$ cat config.mk
export PLATFORM = sky130hd
export DESIGN_NAME = mul_share_arbiter
export DESIGN_NICKNAME = d
export VERILOG_FILES = /design/src/rtl/mul_arb_pkg.sv /design/src/rtl/rr_priority_picker.sv /design/src/rtl/mul_share_arbiter.sv
export SDC_FILE = /design/constraint.sdc
export NUM_CORES = 1
export LEC_CHECK = 0
export BUFFER_PORTS_ARGS = -buffer_cell sky130_fd_sc_hd__clkbuf_2
export CAP_MARGIN = 30
export CORE_MARGIN = 10
export CORE_UTILIZATION = 42
export DETAILED_ROUTE_END_ITERATION = 8
export HOLD_SLACK_MARGIN = 0.08
export PLACE_DENSITY = 0.83
export RECOVER_POWER = 25
export SLEW_MARGIN = 25
export SYNTH_ARGS = -nofsm -noshare
export SYNTH_HDL_FRONTEND = slang
export SYNTH_HIERARCHICAL = 1
export SYNTH_SLANG_ARGS = --single-unit
$ cat constraint.sdc
create_clock -name clock -period 2.31 [get_ports clock]
set_input_delay 0.231 -clock clock [delete_from_list [all_inputs] [get_ports clock]]
set_output_delay 0.231 -clock clock [all_outputs]
set_load 0.03 [all_outputs]
$ cat src/rtl/mul_arb_pkg.sv
`default_nettype none
// ============================================================================
//  Module   : mul_arb_pkg
//  Purpose  : Shared types and helpers for the multiplier-sharing arbiter.
//             Holds the arbiter state encoding, default sizing and the
//             packed-operand slice offset helper.
//  Ports    : (package, none)
//  Revision : 1.0  initial release
// ============================================================================
package mul_arb_pkg;

    localparam int c_dp_width_default = 5;
    localparam int c_n_req_default    = 4;

    typedef enum logic [1:0] {
        IDLE      = 2'd0,
        LAUNCH    = 2'd1,
        WAIT_BUSY = 2'd2,
        WAIT_DONE = 2'd3
    } arb_state_t;

    // Bit offset of requester idx's operand inside a packed operand bus.
    function automatic int slice_offset(input int idx, input int width);
        return idx * width;
    endfunction

endpackage
`default_nettype wire

$ cat src/rtl/rr_priority_picker.sv
`default_nettype none
// ============================================================================
//  Module   : rr_priority_picker
//  Purpose  : Combinational round-robin picker. Returns the first set request
//             at or after rr_ptr, searching circularly.
//  Ports    : req     in  n_req  request vector
//             rr_ptr  in  idx_w  highest-priority position
//             valid   out 1      at least one request present
//             winner  out idx_w  selected requester index
//  Revision : 1.0  initial release
// ============================================================================
module rr_priority_picker
    import mul_arb_pkg::*;
#(
    parameter int n_req = c_n_req_default,
    parameter int idx_w = $clog2(n_req)
) (
    input  logic [n_req-1:0] req,
    input  logic [idx_w-1:0] rr_ptr,
    output logic             valid,
    output logic [idx_w-1:0] winner
);

    // Duplicating the vector turns the circular search into a plain shift:
    // after shifting right by rr_ptr, the low n_req bits are the requests
    // reordered so that position 0 is rr_ptr.
    logic [2*n_req-1:0] w_dbl;
    logic [n_req-1:0]   w_window;
    logic [idx_w-1:0]   w_off;
    logic [idx_w:0]     w_sum;

    assign w_dbl    = {req, req};
    assign w_window = n_req'(w_dbl >> rr_ptr);
    assign valid    = |req;

    // Lowest set bit of the rotated window; iterating downward lets the
    // lowest index overwrite any higher one.
    always_comb begin
        w_off = '0;
        for (int i = n_req - 1; i >= 0; i--) begin
            if (w_window[i]) begin
                w_off = idx_w'(i);
            end
        end
    end

    // Undo the rotation: (rr_ptr + offset) mod n_req, n_req need not be 2^k.
    assign w_sum  = {1'b0, rr_ptr} + {1'b0, w_off};
    assign winner = (w_sum >= (idx_w+1)'(n_req)) ? idx_w'(w_sum - (idx_w+1)'(n_req))
                                                  : w_sum[idx_w-1:0];

endmodule
`default_nettype wire

$ cat src/rtl/mul_share_arbiter.sv
`default_nettype none
// ============================================================================
//  Module   : mul_share_arbiter
//  Purpose  : Shares one sequential multiplier among n_req requesters with
//             round-robin arbitration, operand latching, Start pulse and
//             Ready-fall/Ready-rise completion tracking.
//  Ports    : clock            in   system clock, rising edge
//             reset_b          in   asynchronous active-low reset
//             req              in   per-requester request, held until ack
//             multiplicand_in  in   packed operands, slice i = requester i
//             multiplier_in    in   packed operands, slice i = requester i
//             ack              out  one-hot pulse, operands accepted
//             done             out  one-hot pulse, product_out valid
//             product_out      out  last result, held until next completion
//             busy             out  high from ack through done
//             mul_start        out  multiplier Start
//             mul_multiplicand out  latched operand
//             mul_multiplier   out  latched operand
//             mul_product      in   multiplier Product
//             mul_ready        in   multiplier Ready (high = idle/valid)
//  Revision : 1.0  initial release
// ============================================================================
module mul_share_arbiter
    import mul_arb_pkg::*;
#(
    parameter int dp_width = c_dp_width_default,
    parameter int n_req    = c_n_req_default
) (
    input  logic                    clock,
    input  logic                    reset_b,
    input  logic [n_req-1:0]        req,
    input  logic [n_req*dp_width-1:0] multiplicand_in,
    input  logic [n_req*dp_width-1:0] multiplier_in,
    output logic [n_req-1:0]        ack,
    output logic [n_req-1:0]        done,
    output logic [2*dp_width-1:0]   product_out,
    output logic                    busy,
    output logic                    mul_start,
    output logic [dp_width-1:0]     mul_multiplicand,
    output logic [dp_width-1:0]     mul_multiplier,
    input  logic [2*dp_width-1:0]   mul_product,
    input  logic                    mul_ready
);

    localparam int idx_w = $clog2(n_req);

    arb_state_t              r_state;
    logic [idx_w-1:0]        r_rr_ptr;
    logic [idx_w-1:0]        r_grant_idx;
    logic [n_req-1:0]        r_ack;
    logic [n_req-1:0]        r_done;
    logic                    r_busy;
    logic                    r_mul_start;
    logic [dp_width-1:0]     r_mcand;
    logic [dp_width-1:0]     r_mplier;
    logic [2*dp_width-1:0]   r_product;

    logic                    w_valid;
    logic [idx_w-1:0]        w_winner;
    logic [dp_width-1:0]     w_sel_mcand;
    logic [dp_width-1:0]     w_sel_mplier;

    rr_priority_picker #(
        .n_req (n_req),
        .idx_w (idx_w)
    ) u_picker (
        .req    (req),
        .rr_ptr (r_rr_ptr),
        .valid  (w_valid),
        .winner (w_winner)
    );

    assign w_sel_mcand  = multiplicand_in[slice_offset(int'(w_winner), dp_width) +: dp_width];
    assign w_sel_mplier = multiplier_in[slice_offset(int'(w_winner), dp_width) +: dp_width];

    always_ff @(posedge clock or negedge reset_b) begin
        if (!reset_b) begin
            r_state     <= IDLE;
            r_rr_ptr    <= '0;
            r_grant_idx <= '0;
            r_ack       <= '0;
            r_done      <= '0;
            r_busy      <= 1'b0;
            r_mul_start <= 1'b0;
            r_mcand     <= '0;
            r_mplier    <= '0;
            r_product   <= '0;
        end else begin
            // Strobes default low; each state raises the ones it owns.
            r_ack       <= '0;
            r_done      <= '0;
            r_mul_start <= 1'b0;
            case (r_state)
                IDLE: begin
                    // A multiplier still busy out of reset must not be fed.
                    if (w_valid && mul_ready) begin
                        r_mcand     <= w_sel_mcand;
                        r_mplier    <= w_sel_mplier;
                        r_grant_idx <= w_winner;
                        r_ack       <= n_req'(1) << w_winner;
                        r_busy      <= 1'b1;
                        r_state     <= LAUNCH;
                    end else begin
                        r_busy      <= 1'b0;
                    end
                end
                LAUNCH: begin
                    r_mul_start <= 1'b1;
                    r_state     <= WAIT_BUSY;
                end
                WAIT_BUSY: begin
                    // Ready is still high for a cycle after Start is sampled;
                    // only its fall marks the operation as really started.
                    if (!mul_ready) begin
                        r_state <= WAIT_DONE;
                    end
                end
                WAIT_DONE: begin
                    if (mul_ready) begin
                        r_product <= mul_product;
                        r_done    <= n_req'(1) << r_grant_idx;
                        if (r_grant_idx == idx_w'(n_req - 1)) begin
                            r_rr_ptr <= '0;
                        end else begin
                            r_rr_ptr <= r_grant_idx + 1'b1;
                        end
                        r_state   <= IDLE;
                    end
                end
                default: begin
                    r_state <= IDLE;
                end
            endcase
        end
    end

    assign ack              = r_ack;
    assign done             = r_done;
    assign busy             = r_busy;
    assign mul_start        = r_mul_start;
    assign mul_multiplicand = r_mcand;
    assign mul_multiplier   = r_mplier;
    assign product_out      = r_product;

endmodule
`default_nettype wire

=== Yosys cells after proc, flatten, opt, wreduce, memory -nomap -nowiden ===
Index checks and enable logic that the tools add are counted.

* Register bits after elaboration: 36
* Bits in latches: 0
* RAM bits: 0
* ROM bits: 0
* Input port bits: 57
* Output and inout port bits: 30
* Memories: 0

* Add/subtract/negate cells: 3
* Multipliers: 1
* Divide/modulo/power cells: 0
* $lt $le $gt $ge: 1
* Equal/unequal tests: 7
* Shift-type cells: 5
* Muxes and demuxes: 16
* Bitwise gates (word level): 0
* Reductions and logical operators: 6

{| class="wikitable"
|+ Operators by type and width
! kind !! number
|-
| $shiftx A20 B32 Y5 || 1
|-
| $shiftx A20 B6 Y5 || 1
|-
| $mux W2 || 9
|-
| $mux W4 || 4
|-
| $pmux W2 S4 || 1
|-
| $shl A1 B2 Y4 const A || 2
|-
| $shr A8 B2 Y4 || 1
|-
| $eq A2 B2 Y1 const B || 3
|-
| $ne A2 B2 Y1 const B || 3
|-
| $mul A2 B3 Y5 const B || 1
|-
| $reduce_and A2 Y1 || 2
|-
| $reduce_or A4 Y1 || 1
|-
| $add A2 B2 Y3 || 1
|-
| $ge A3 B3 Y1 const B || 1
|-
| $reduce_and A3 Y1 || 1
|-
| $add A2 B1 Y2 const B || 1
|-
| $eq A2 B1 Y1 const B || 1
|-
| $logic_not A2 Y1 || 1
|-
| $mux W1 || 2
|-
| $sub A2 B1 Y2 const B || 1
|-
| $logic_and A1 B1 Y1 || 1
|}

=== Depth between registers and ports, before layout ===
* Depth after elaboration: 11
* Depth in mapped cells: 12
* Mapped depth without buffers: 9

=== Modules after synthesis ===
Netlist, hierarchy kept.

{| class="wikitable"
|+ Modules (own cells, without submodules)
! module !! times used !! cells each !! area an instance (um^2) !! seq. area each (um^2)
|-
| mul_share_arbiter || 1 || 138 || 1757.9 || 900.9
|-
| rr_priority_picker || 1 || 27 || 178.9 || 0.0
|}

=== Worst setup path before layout ===
No wires, ideal clock.

* Path type: reg-to-reg
* From: register r_rr_ptr[0]
* To: register r_mcand[0] (netlist: mul_multiplicand[0])
* Setup time: 132 ps
* Data arrival time: 2127 ps
* Required time: 2178 ps
* Slack: 51 ps
* Cell stages (with the launch flop): 13
* Path buffers: 3
* Period minus slack after synthesis: 2259 ps
* Path through: dfrtp_1 -> buf_4 -> nand2_1 -> nor2_1 -> o21ai_0 -> o211ai_1 -> ha_1 -> xor2_1 -> xnor2_1 -> buf_2 -> buf_2 -> mux2i_1 -> o221ai_2

* Word-level cells in the longest chain between the ends: 10
* Elaborated cells on any way between the ends: 11
* Classes of those cells: 2 x add/sub; 1 x mul; 1 x order compare; 2 x shift; 5 x mux

{| class="wikitable"
|+ Ends and longest elaborated chain
! item !! RTL line !! RTL
|-
| start: declaration || mul_share_arbiter.sv:48 || <nowiki>logic [idx_w-1:0] r_rr_ptr;</nowiki>
|-
| start signal: assignment || mul_share_arbiter.sv:125 || <nowiki>r_rr_ptr <= r_grant_idx + 1'b1;</nowiki>
|-
| $shr A8 B2 Y4 || rr_priority_picker.sv:33 || <nowiki>assign w_window = n_req'(w_dbl >> rr_ptr);</nowiki>
|-
| $mux W2 (4 in a row) || rr_priority_picker.sv:41 || <nowiki>if (w_window[i]) begin</nowiki>
|-
| $add A2 B2 Y3 * || rr_priority_picker.sv:48 || <nowiki>assign w_sum = {1'b0, rr_ptr} + {1'b0, w_off};</nowiki>
|-
| $ge A3 B3 Y1 / $sub A2 B1 Y2 (equally long branches) || rr_priority_picker.sv:49 || <nowiki>assign winner = (w_sum >= (idx_w+1)'(n_req)) ? idx_w'(w_sum - (idx_w+1)'(n_req))</nowiki>
|-
| $mux W2 * || rr_priority_picker.sv:49 ||
|-
| net w_winner[1] || mul_share_arbiter.sv:59 || <nowiki>logic [idx_w-1:0] w_winner;</nowiki>
|-
| $mul A2 B3 Y5 * || mul_arb_pkg.sv:24 || <nowiki>return idx * width;</nowiki>
|-
| $shiftx A20 B32 Y5 * || mul_share_arbiter.sv:73 || <nowiki>assign w_sel_mcand = multiplicand_in[slice_offset(int'(w_winner), dp_width) +: dp_width];</nowiki>
|-
| end signal: assignment || mul_share_arbiter.sv:97 || <nowiki>r_mcand <= w_sel_mcand;</nowiki>
|-
| end: declaration || mul_share_arbiter.sv:54 || <nowiki>logic [dp_width-1:0] r_mcand;</nowiki>
|}

The timed path passes the listed nets; every way through them passes the cells marked *.
A chain may end at the register's enable or synchronous reset.

=== Worst setup path after layout ===
* From: register r_rr_ptr[0]
* To: register r_mplier[4] (netlist: mul_multiplier[4])

* Word-level cells in the longest chain between the ends: 10
* Elaborated cells on any way between the ends: 11
* Classes of those cells: 2 x add/sub; 1 x mul; 1 x order compare; 2 x shift; 5 x mux

{| class="wikitable"
|+ Ends and longest elaborated chain
! item !! RTL line !! RTL
|-
| $shr A8 B2 Y4 || rr_priority_picker.sv:33 ||
|-
| $mux W2 (4 in a row) || rr_priority_picker.sv:41 ||
|-
| $add A2 B2 Y3 * || rr_priority_picker.sv:48 ||
|-
| $ge A3 B3 Y1 / $sub A2 B1 Y2 (equally long branches) || rr_priority_picker.sv:49 ||
|-
| $mux W2 * || rr_priority_picker.sv:49 ||
|-
| net w_winner[1] || mul_share_arbiter.sv:59 ||
|-
| $mul A2 B3 Y5 * || mul_arb_pkg.sv:24 ||
|-
| $shiftx A20 B6 Y5 * || mul_share_arbiter.sv:74 || <nowiki>assign w_sel_mplier = multiplier_in[slice_offset(int'(w_winner), dp_width) +: dp_width];</nowiki>
|-
| end signal: assignment || mul_share_arbiter.sv:98 || <nowiki>r_mplier <= w_sel_mplier;</nowiki>
|-
| end: declaration || mul_share_arbiter.sv:55 || <nowiki>logic [dp_width-1:0] r_mplier;</nowiki>
|}

Marks and branches as above.

==> flow_summary.json <==
{
  "synth_top_family_by_area": "multiplexers",
  "hold_violations": 0,
  "critPathArrivalTime_ps": 2380,
  "min_period_over_period_pct": 97.0,
  "syn_area_um2": 1940,
  "dieArea_um2": 7730,
  "max-cap-violations": 0,
  "globalRouteOverflowTotal": 0,
  "status": "complete, no violations",
  "final_area_um2": 2680,
  "drcViolationCount": 0,
  "yosysMostFrequentCell": "dfrtp_1",
  "synth_area_leaders": "dfrtp_1 47%, mux2i_1 11%, o221ai_2 6.2%",
  "startpoint_type": "flop",
  "ios": 87,
  "die_w_um": 87.9,
  "yosys-top-cells-count": "36 x dfrtp_1, 21 x mux2i_1, 16 x nand2_1",
  "clock_skew_ps": 5.41,
  "hp-class": "primary input to flop",
  "synth_nets": 231,
  "yosysUniqueCellTypes": 38,
  "ir_drop_uv": 615,
  "setup_viol": 0,
  "fin_ws_ps": 70.3,
  "synth_compound_gate_area_share_pct": 11.7,
  "num_vias": 1620,
  "power.share.clock_pct": 11.5,
  "final.min_clock_period_ps": 2240,
  "tightestPinTransition_ps": 860,
  "synth_mux_area_share_pct": 17.8,
  "fin_hold_ws_ps": 158,
  "cts_buffer_depth": 2,
  "power_frac_comb_pct": 61.3,
  "yosysWarningCount": 6,
  "ys.flop_type": "dfrtp_1",
  "cp_data_required_time_ps": 2450,
  "slew_violations": 0,
  "powerDensity_nw_per_um2": 1480,
  "relSlewSlack_pct": 42.7,
  "synth-simple-area-share_pct": 12.1,
  "wl_per_cell_um": 16.2,
  "ys_ff_latch": 36,
  "leakage_nw": 1.37,
  "clkTransAtPathRegs_ps": 70,
  "synth-adder-area-share_pct": 5.81,
  "crit_path_max_fanout": 10,
  "diodes": 0,
  "drt_iter0_drc": 64,
  "core_area_um2": 4410,
  "grt_usage_pct": 12.1,
  "synth_edf_count": 0,
  "cts.sinks": 36,
  "synth_largest_area_cell": "dfrtp_1",
  "vias_per_cell": 5.19,
  "synth_top_area_share_pct": 46.5,
  "place_area_um2": 2400,
  "dp_hpwl_um": 3700,
  "ys_seq_area_share_pct": 46.5,
  "synth_xor_area_share_pct": 0.904,
  "port_buffers": 86,
  "fmax_ghz": 0.446,
  "antenna_found_initial": 0,
  "cts_buffers": 5,
  "tritoncts": "yes",
  "end_kind": "flop",
  "async_flop_share_pct": 100,
  "rows": 24,
  "clk-insertion-delay-late_ps": 280,
  "fillers": 374,
  "pre_cts_slack_ps": -16.1,
  "die_y_um": 87.9,
  "synthCells": 165,
  "gp_congestion": 0.801,
  "dr.pass1.iters": 4,
  "final_nets": 325,
  "synthToLayoutAreaGrowth_pct": 38.4,
  "grt_pass1_wl_um": 7580,
  "grt_max_degree": 37,
  "drive_above_1_share_pct": 49.2,
  "wirelength_um": 5060,
  "internal-power_mw": 2.25,
  "seq_power_share_pct": 27.1,
  "drt.antenna.violating_nets": 0,
  "finish.utilization_pct": 60.7,
  "syn_avg_cell_area_um2": 11.7,
  "p_sw_mw": 1.72,
  "crit_type": "flop to flop",
  "cts_root_buffer": "clkbuf_8",
  "grt_pass1_vias": 1669,
  "swShare_pct": 43.3,
  "start_util_pct": 43.9,
  "htreeDepth": 2,
  "rsz0062_at_grt": "yes",
  "total_power_mw": 3.97
}
sequential cells by signal, indices dropped and copies added (netlist names):
signal and flops:
mul_multiplier 5, done 4, mul_multiplicand 5, ack 4, product_out 10, r_grant_idx 2
r_rr_ptr 2, busy 1, mul_start 1, r_state 2
critical path, cell delays in order (launching register included):
cell       delay (ps)
dfrtp_2           460
nor3b_2           200
o21ai_0            90
o211ai_1          120
ha_2              220
xor2_2            180
xnor2_2           130
buf_6             150
clkbuf_16         170
mux2i_1           240
o221ai_2          130
power by group through the flow:
stage | clock [mW] | combinational [mW] | sequential, mW
after floorplan | 0 | 1.11 | 1.47
after global placement | 0 | 1.96 | 1.08
after detailed placement | 0 | 2.02 | 1.09
after CTS | 0.469 | 2.02 | 1.08
after global routing | 0.499 | 2.63 | 1.11
final | 0.458 | 2.43 | 1.08
per-stage QoR:
stage,cells,TNS (ps)
finish,312,0
global route,312,-360
detailed placement,297,-31.5
CTS,305,0
floorplan,165,0
global placement,297,0
cell usage in the layout, fill, tap and decap left out, types with 4 or more instances in the layout:
master / count
clkbuf_2: 86
nor2_1: 7
inv_1: 7
clkbuf_8: 6
o221ai_2: 8
mux2i_1: 15
a21oi_1: 4
o21ai_0: 5
mux2_1: 9
dfrtp_1: 35
ha_1: 8
and3_1: 4
nand2_1: 15
metal layers:
| metal | wire length, um | GRT usage [%] | share of wire [%] |
|---|---|---|---|
| met1 | 2080 | 13.8 | 41 |
| met2 | 2510 | 20.3 | 50 |
| met3 | 429 | 5.29 | 8.5 |
| met4 | 39 | 3.04 | 0.77 |
| met5 | 0 | 0 | 0 |
area by class of cell:
| class | count | area (um2) | area share (%) |
|---|---|---|---|
| Timing Repair Buffer | 96 | 576 | 21.5 |
| Multi-Input combinational cell | 113 | 1020 | 38.1 |
| Tap cell | 52 | 65.1 | 2.43 |
| Sequential cell | 36 | 902 | 33.7 |
| Clock buffer | 8 | 90.1 | 3.36 |
| Inverter | 7 | 26.3 | 0.980 |
kinds of logic after synthesis:
group	after synthesis
xor gates and xnor gates	2
and+or+nand+nor	45
AOI/OAI and AO/OA	24
DFF	36
adders and majority gates	9
muxes	33
buffers and inverters	16
worst paths after layout:
kind / start / to / slack (ps) / cells after the start
min in group asynchronous: reset_b / done[2]$_DFF_PN0_ / 580 / 2
worst max-delay path: r_rr_ptr[0]$_DFFE_PN0P_ / mul_multiplier[4]$_DFFE_PN0P_ / 70 / 10
worst max register to register: r_rr_ptr[0]$_DFFE_PN0P_ / mul_multiplier[4]$_DFFE_PN0P_ / 70 / 10
max in group asynchronous: reset_b / r_rr_ptr[0]$_DFFE_PN0P_ / 1130 / 3
worst min-delay path: mul_product[8] / product_out[8]$_DFFE_PN0P_ / 160 / 2
worst min register to register: mul_multiplicand[0]$_DFFE_PN0P_ / mul_multiplicand[0]$_DFFE_PN0P_ / 490 / 2
what timing repair did:
item                                    4_1_cts  5_1_grt
gates cloned                                  0        2
resized for setup                             1       16
endpoints found under the setup margin        9       10
hold buffers                                  0        1
pin swaps                                     0        6
setup buffers                                 0        3
hold endpoints to repair                      0       13
Note: power is estimated with default switching activity, not from simulation.
